## src/rtl/fb_copy_dma.sv

```systemverilog
// Frame-snapshot DMA: copies the CPU-side LCD framebuffer window into display RAM once per frame.
// Optional double buffering (bank swap on completion) is enabled by defining FB_COPY_DOUBLE_BUFFER_EN.
module fb_copy_dma #(
    parameter logic [23:0] FB_BASE  = 24'h001000,
    parameter int          FB_BYTES = 768
) (
    input  logic        clk,
    input  logic        reset,
    input  logic        frame_complete,
    output logic        bus_request,
    input  logic        bus_ack,
    output logic [23:0] mem_address,
    input  logic [7:0]  mem_data_in,
    output logic [10:0] dst_address,
    output logic [7:0]  dst_data,
    output logic        dst_we,
    output logic        display_bank,
    output logic        busy,
    output logic        copy_done,
    output logic [7:0]  frames_dropped
);

    // state  | meaning
    // IDLE   | waiting for a snapshot request
    // REQ    | bus requested, waiting for the first grant
    // STREAM | issuing reads and writing returned bytes
    // DONE   | one-cycle completion, indices cleared, bank swapped
    typedef enum logic [1:0] {
        IDLE,
        REQ,
        STREAM,
        DONE
    } state_t;

    localparam logic [9:0] LAST_IDX = 10'(FB_BYTES - 1);

    state_t      state_q, state_d;
    logic        pending_q, pending_d;
    logic [9:0]  rd_idx_q, rd_idx_d;
    logic        rd_all_q, rd_all_d;
    logic [9:0]  wr_idx_q, wr_idx_d;
    logic        issue_q, issue_d;
    logic [7:0]  dropped_q, dropped_d;
    logic        write_bank;

    logic        issue;
    logic        consume;
    logic        drop;
    logic        last_write;

`ifdef FB_COPY_DOUBLE_BUFFER_EN
    logic        display_bank_q, display_bank_d;

    always_comb begin
        display_bank_d = display_bank_q;
        if (state_q == DONE) begin
            display_bank_d = ~display_bank_q;
        end
    end

    always_ff @(posedge clk) begin
        if (reset) begin
            display_bank_q <= 1'b0;
        end else begin
            display_bank_q <= display_bank_d;
        end
    end

    assign display_bank = display_bank_q;
    assign write_bank   = ~display_bank_q;
`else
    assign display_bank = 1'b0;
    assign write_bank   = 1'b0;
`endif

    // rd_all_q marks that the final byte was issued, so rd_idx never needs to count past the window
    assign issue      = (state_q == STREAM) && bus_ack && !rd_all_q;
    assign last_write = issue_q && (wr_idx_q == LAST_IDX);

    // A request arriving in the same cycle IDLE consumes an older one stays queued
    assign consume = (state_q == IDLE) && (pending_q || frame_complete);
    assign drop    = frame_complete && pending_q && !consume;

    always_comb begin
        state_d   = state_q;
        pending_d = pending_q;
        rd_idx_d  = rd_idx_q;
        rd_all_d  = rd_all_q;
        wr_idx_d  = wr_idx_q;
        issue_d   = issue;
        dropped_d = dropped_q;

        if (consume) begin
            pending_d = pending_q && frame_complete;
        end else if (frame_complete) begin
            pending_d = 1'b1;
        end

        if (drop && (dropped_q != 8'hFF)) begin
            dropped_d = dropped_q + 8'd1;
        end

        if (issue) begin
            if (rd_idx_q == LAST_IDX) begin
                rd_all_d = 1'b1;
            end else begin
                rd_idx_d = rd_idx_q + 10'd1;
            end
        end

        if (issue_q && !last_write) begin
            wr_idx_d = wr_idx_q + 10'd1;
        end

        case (state_q)
            IDLE: begin
                if (consume) begin
                    state_d = REQ;
                end
            end
            REQ: begin
                if (bus_ack) begin
                    state_d = STREAM;
                end
            end
            STREAM: begin
                if (last_write) begin
                    state_d = DONE;
                end
            end
            DONE: begin
                state_d  = IDLE;
                rd_idx_d = '0;
                rd_all_d = 1'b0;
                wr_idx_d = '0;
            end
            default: begin
                state_d = IDLE;
            end
        endcase
    end

    always_ff @(posedge clk) begin
        if (reset) begin
            state_q   <= IDLE;
            pending_q <= 1'b0;
            rd_idx_q  <= '0;
            rd_all_q  <= 1'b0;
            wr_idx_q  <= '0;
            issue_q   <= 1'b0;
            dropped_q <= '0;
        end else begin
            state_q   <= state_d;
            pending_q <= pending_d;
            rd_idx_q  <= rd_idx_d;
            rd_all_q  <= rd_all_d;
            wr_idx_q  <= wr_idx_d;
            issue_q   <= issue_d;
            dropped_q <= dropped_d;
        end
    end

    assign bus_request    = (state_q == REQ) || (state_q == STREAM);
    assign busy           = bus_request;
    assign copy_done      = (state_q == DONE);
    assign mem_address    = FB_BASE + {14'd0, rd_idx_q};
    assign dst_we         = issue_q;
    assign dst_data       = issue_q ? mem_data_in : 8'd0;
    assign dst_address    = issue_q ? {write_bank, wr_idx_q} : 11'd0;
    assign frames_dropped = dropped_q;

endmodule

```

## config.mk

```make
export PLATFORM = sky130hd
export DESIGN_NAME = fb_copy_dma
export DESIGN_NICKNAME = d
export VERILOG_FILES = /design/src/rtl/fb_copy_dma.sv
export SDC_FILE = /design/constraint.sdc
export NUM_CORES = 1
export LEC_CHECK = 0
export CAP_MARGIN = 10
export CELL_PAD_IN_SITES_DETAIL_PLACEMENT = 0
export CELL_PAD_IN_SITES_GLOBAL_PLACEMENT = 1
export CORE_MARGIN = 1.5
export CORE_UTILIZATION = 35
export DETAILED_ROUTE_END_ITERATION = 8
export PLACE_DENSITY_LB_ADDON = 0.1
export SLEW_MARGIN = 5
export SYNTH_ARGS = -nofsm -noshare
export SYNTH_HDL_FRONTEND = slang
export SYNTH_SLANG_ARGS = --single-unit
```

## constraint.sdc

```tcl
create_clock -name clk -period 4.3 [get_ports clk]
set_input_delay 0.645 -clock clk [delete_from_list [all_inputs] [get_ports clk]]
set_output_delay 0.645 -clock clk [all_outputs]
set_load 0.05 [all_outputs]
```

==> flow_summary_export.csv <==
group,metric,value,unit
global_routing,grt_max_degree,26,
sta,slew_viol_final,0,
sta,hold_viol,0,
clock_network,post_cts_buffers,0,
logic_synthesis,yosys.area.top_type_share,34.60,%
die,std_cell_rows,26,
pwr,power_density,362.6,mW/mm^2
worst_setup_path,crit_path_end_kind,"primary output",
die,die_area,0.005907,sq mm
sta,fin_crit_sh,61.72,%
pwr,ir_drop,0.3851,mV
drt,vias,1672,
die,die_x,76.86,um
sta,tns,0,ns
global_routing,antenna_found_initial,0,
flow_run,max_cap_violations,0,
layout,nets,293,
layout,antenna_cells,0,
logic_synthesis,synth_seq_cells,33,
placement,place_inst,336,
drt,wl_per_cell,11.87,um
sta,finalClockSkew,0.002889,ns
die,ioPinCount,68,
clock_network,numCtsBuffers,5,
drt,highest_layer,"met4",
clock_network,hold_buffers,0,
sta,post-route-min-period,2.654,ns
global_routing,grt-ovfl-total,0,
worst_setup_path,crit_type,"input port to primary output",
logic_synthesis,syn_avg_cell_area,8.524,sq um
worst_setup_path,rr_worst_depth,6,
logic_synthesis,netlist_area,0.001909,sq mm
logic_synthesis,postSynthCellCount,224,
clock_network,post_cts_resized,0,
layout,drive_gt1_share,4.396,%
placement,io_buffers,51,
logic_synthesis,async_reset_ff_share,0,%
worst_setup_path,worstPathRequired,3.65,ns
worst_setup_path,worstPathArrival,2.01,ns
placement,gp_congestion,0.7399,
min_path,hold_start,"rd_all_q",
worst_setup_path,worst-path-max-fanout,1,
sta,setup_viol,0,
min_path,worstHoldPathType,"register to register",
logic_synthesis,synth-seq-area-share,34.60,%
min_path,holdPathStages,2,
die,initial_core_util,36.91,%
drt,antenna_left,0,
drt,dr.pass1.iters,4,
logic_synthesis,yosysMostFrequentCell,"dfxtp_1",
clock_network,clock_sinks,33,
logic_synthesis,synthTopCellsByArea,"dfxtp_1 (35%), buf_4 (6.7%), and2_1 (5.9%), ha_1 (5.2%), nor2_1 (4.5%)",
drt,wl_met1,1994,um
worst_setup_path,crit_path_top_delay_cell,"clkdlybuf4s50_1",
worst_setup_path,r2r-end,"rd_idx_q[9]",
logic_synthesis,synthTopCellsByCount,"dfxtp_1 (33), nor2_1 (23), and2_1 (18)",
worst_setup_path,cpMostUsedCell,"clkdlybuf4s50_1",
run_status,outcome,"complete, no violations",
layout,area_growth,30.34,%
drt,drtIter0Drc,58,
drt,wl_met3,176,um
sta,maxSlewHeadroom,59.92,%
min_path,hold_end,"rd_all_q",
sta,tightest_slew,0.6003,ns
sta,max_freq,376.8,MHz
drt,vias_per_cell,4.875,
sta,rsz0062_at_grt,"no",
die,core-area,0.005172,sq mm
worst_setup_path,reg2reg_from,"state_q[0]",
worst_setup_path,cp_slowest_stage_delay,0.80,ns
logic_synthesis,yosys.area.top_type,"dfxtp_1",
worst_setup_path,ff2ff_setup_slack,2.38,ns
global_routing,grt_pass1_wl,6975,um
global_routing,track_usage,14.35,%
clock_network,cts_tree,"built",
clock_network,clockRootBuffer,"clkbuf_8",
logic_synthesis,synth-edff-count,0,
clock_network,clkLatencyLatePin,0.28,ns
placement,hpwl,2932,um
worst_setup_path,start_kind,"input port",
logic_synthesis,ys.flop_type,"dfxtp_1",
global_routing,grt_pass1_vias,1474,
drt,drc,0,
drt,wl_met2,1850,um
logic_synthesis,ys_warn_count,0,
clock_network,htree_levels,2,
pwr,p_leak,0.9227,nW
die,die_y,76.86,um
clock_network,cts_max_path_buffers,2,
worst_setup_path,crit_chain,"clkdlybuf4s50_1 > and2_1 > clkdlybuf4s50_1",
layout,layout.cells.non_filler,343,
logic_synthesis,synth_cell_types,46,
clock_network,clk_pin_slew,0.07,ns
drt,drt-total-wl,4070,um
==> through the flow <==
stage	utilization, %	area [sq um]	total power [mW]	hold slack, ns	setup WS [ns]
6_report	48.11	2489	0.9024	0.4797	1.646
3_3_place_gp	46.44	2402	0.6758	0.4590	1.641
2_1_floorplan	-	1962	0.6172	0.4424	2.243
4_1_cts	48.11	2489	0.9181	0.4832	1.604
5_1_grt	48.11	2489	0.9565	0.5222	1.475
3_5_place_dp	46.44	2402	0.6738	0.4682	1.644
==> critical path: cells and delay by family <==
family        cells  cell delay (ns)
buf+inv           2             1.25
simple gates      1             0.11
==> how the worst max path moves through the flow <==
stage,start,slack [ns],to,depth (start not counted)
after global routing,dst_we,1.47,dst_address[2],2
after global placement,mem_data_in[4],1.64,dst_data[4],3
after floorplan,dst_we,2.24,dst_address[0],2
after CTS,dst_we,1.60,dst_data[4],2
after detailed placement,mem_data_in[2],1.64,dst_data[2],3
final,mem_data_in[2],1.65,dst_data[2],3
==> power by group <==
part | internal (mW) | switching [mW] | total, mW
Sequential | 0.323 | 0.0211 | 0.344
Combinational | 0.106 | 0.216 | 0.322
Clock | 0.127 | 0.109 | 0.236
==> per-layer routing <==
metal,GRT usage [%],vias up
li1,-,866
met1,18.61,759
met5,0,-
met3,3.571,5
met4,5.000,0
met2,23.01,42
==> kinds of logic (layout without fill, tap and decap cells) <==
logic type	count (synthesis)	in the layout	share of synthesized area (%)
AOI/OAI and AO/OA	43	43	15.66
xor gates and xnor gates	8	8	3.670
adders and majority gates	8	8	5.243
buffers and inverters	33	68	10.22
DFF	33	33	34.60
muxes	4	4	2.097
other	2	16	0.3933
and+or+nand+nor	93	93	28.11
==> layout make-up <==
| class | instances | area (sq um) |
|---|---|---|
| flip-flops and latches | 33 | 660.6 |
| fillers | 506 | 2684 |
| repair buffers | 51 | 510.5 |
| multi-input cells | 172 | 1106 |
| well taps | 70 | 87.58 |
| clock buffers | 7 | 86.33 |
| inverters | 10 | 37.54 |
==> sequential cells by signal, indices dropped and copies added, names as in the netlist <==
signal          cells
rd_idx_q           10
wr_idx_q           10
frames_dropped      8
state_q             2
pending_q           1
dst_we              1
rd_all_q            1
==> placed cells by master, fill, tap and decap left out, drive strengths merged, types with 7 or more instances in the layout <==
| cell type | instances |
|---|---|
| clkdlybuf4s50 | 51 |
| dfxtp | 33 |
| nor2 | 23 |
| and2 | 18 |
| conb | 16 |
| a21oi | 13 |
| inv | 10 |
| nand3 | 9 |
| nor3 | 8 |
| ha | 8 |
| clkbuf | 7 |
Note: power is estimated with default switching activity, not from simulation.
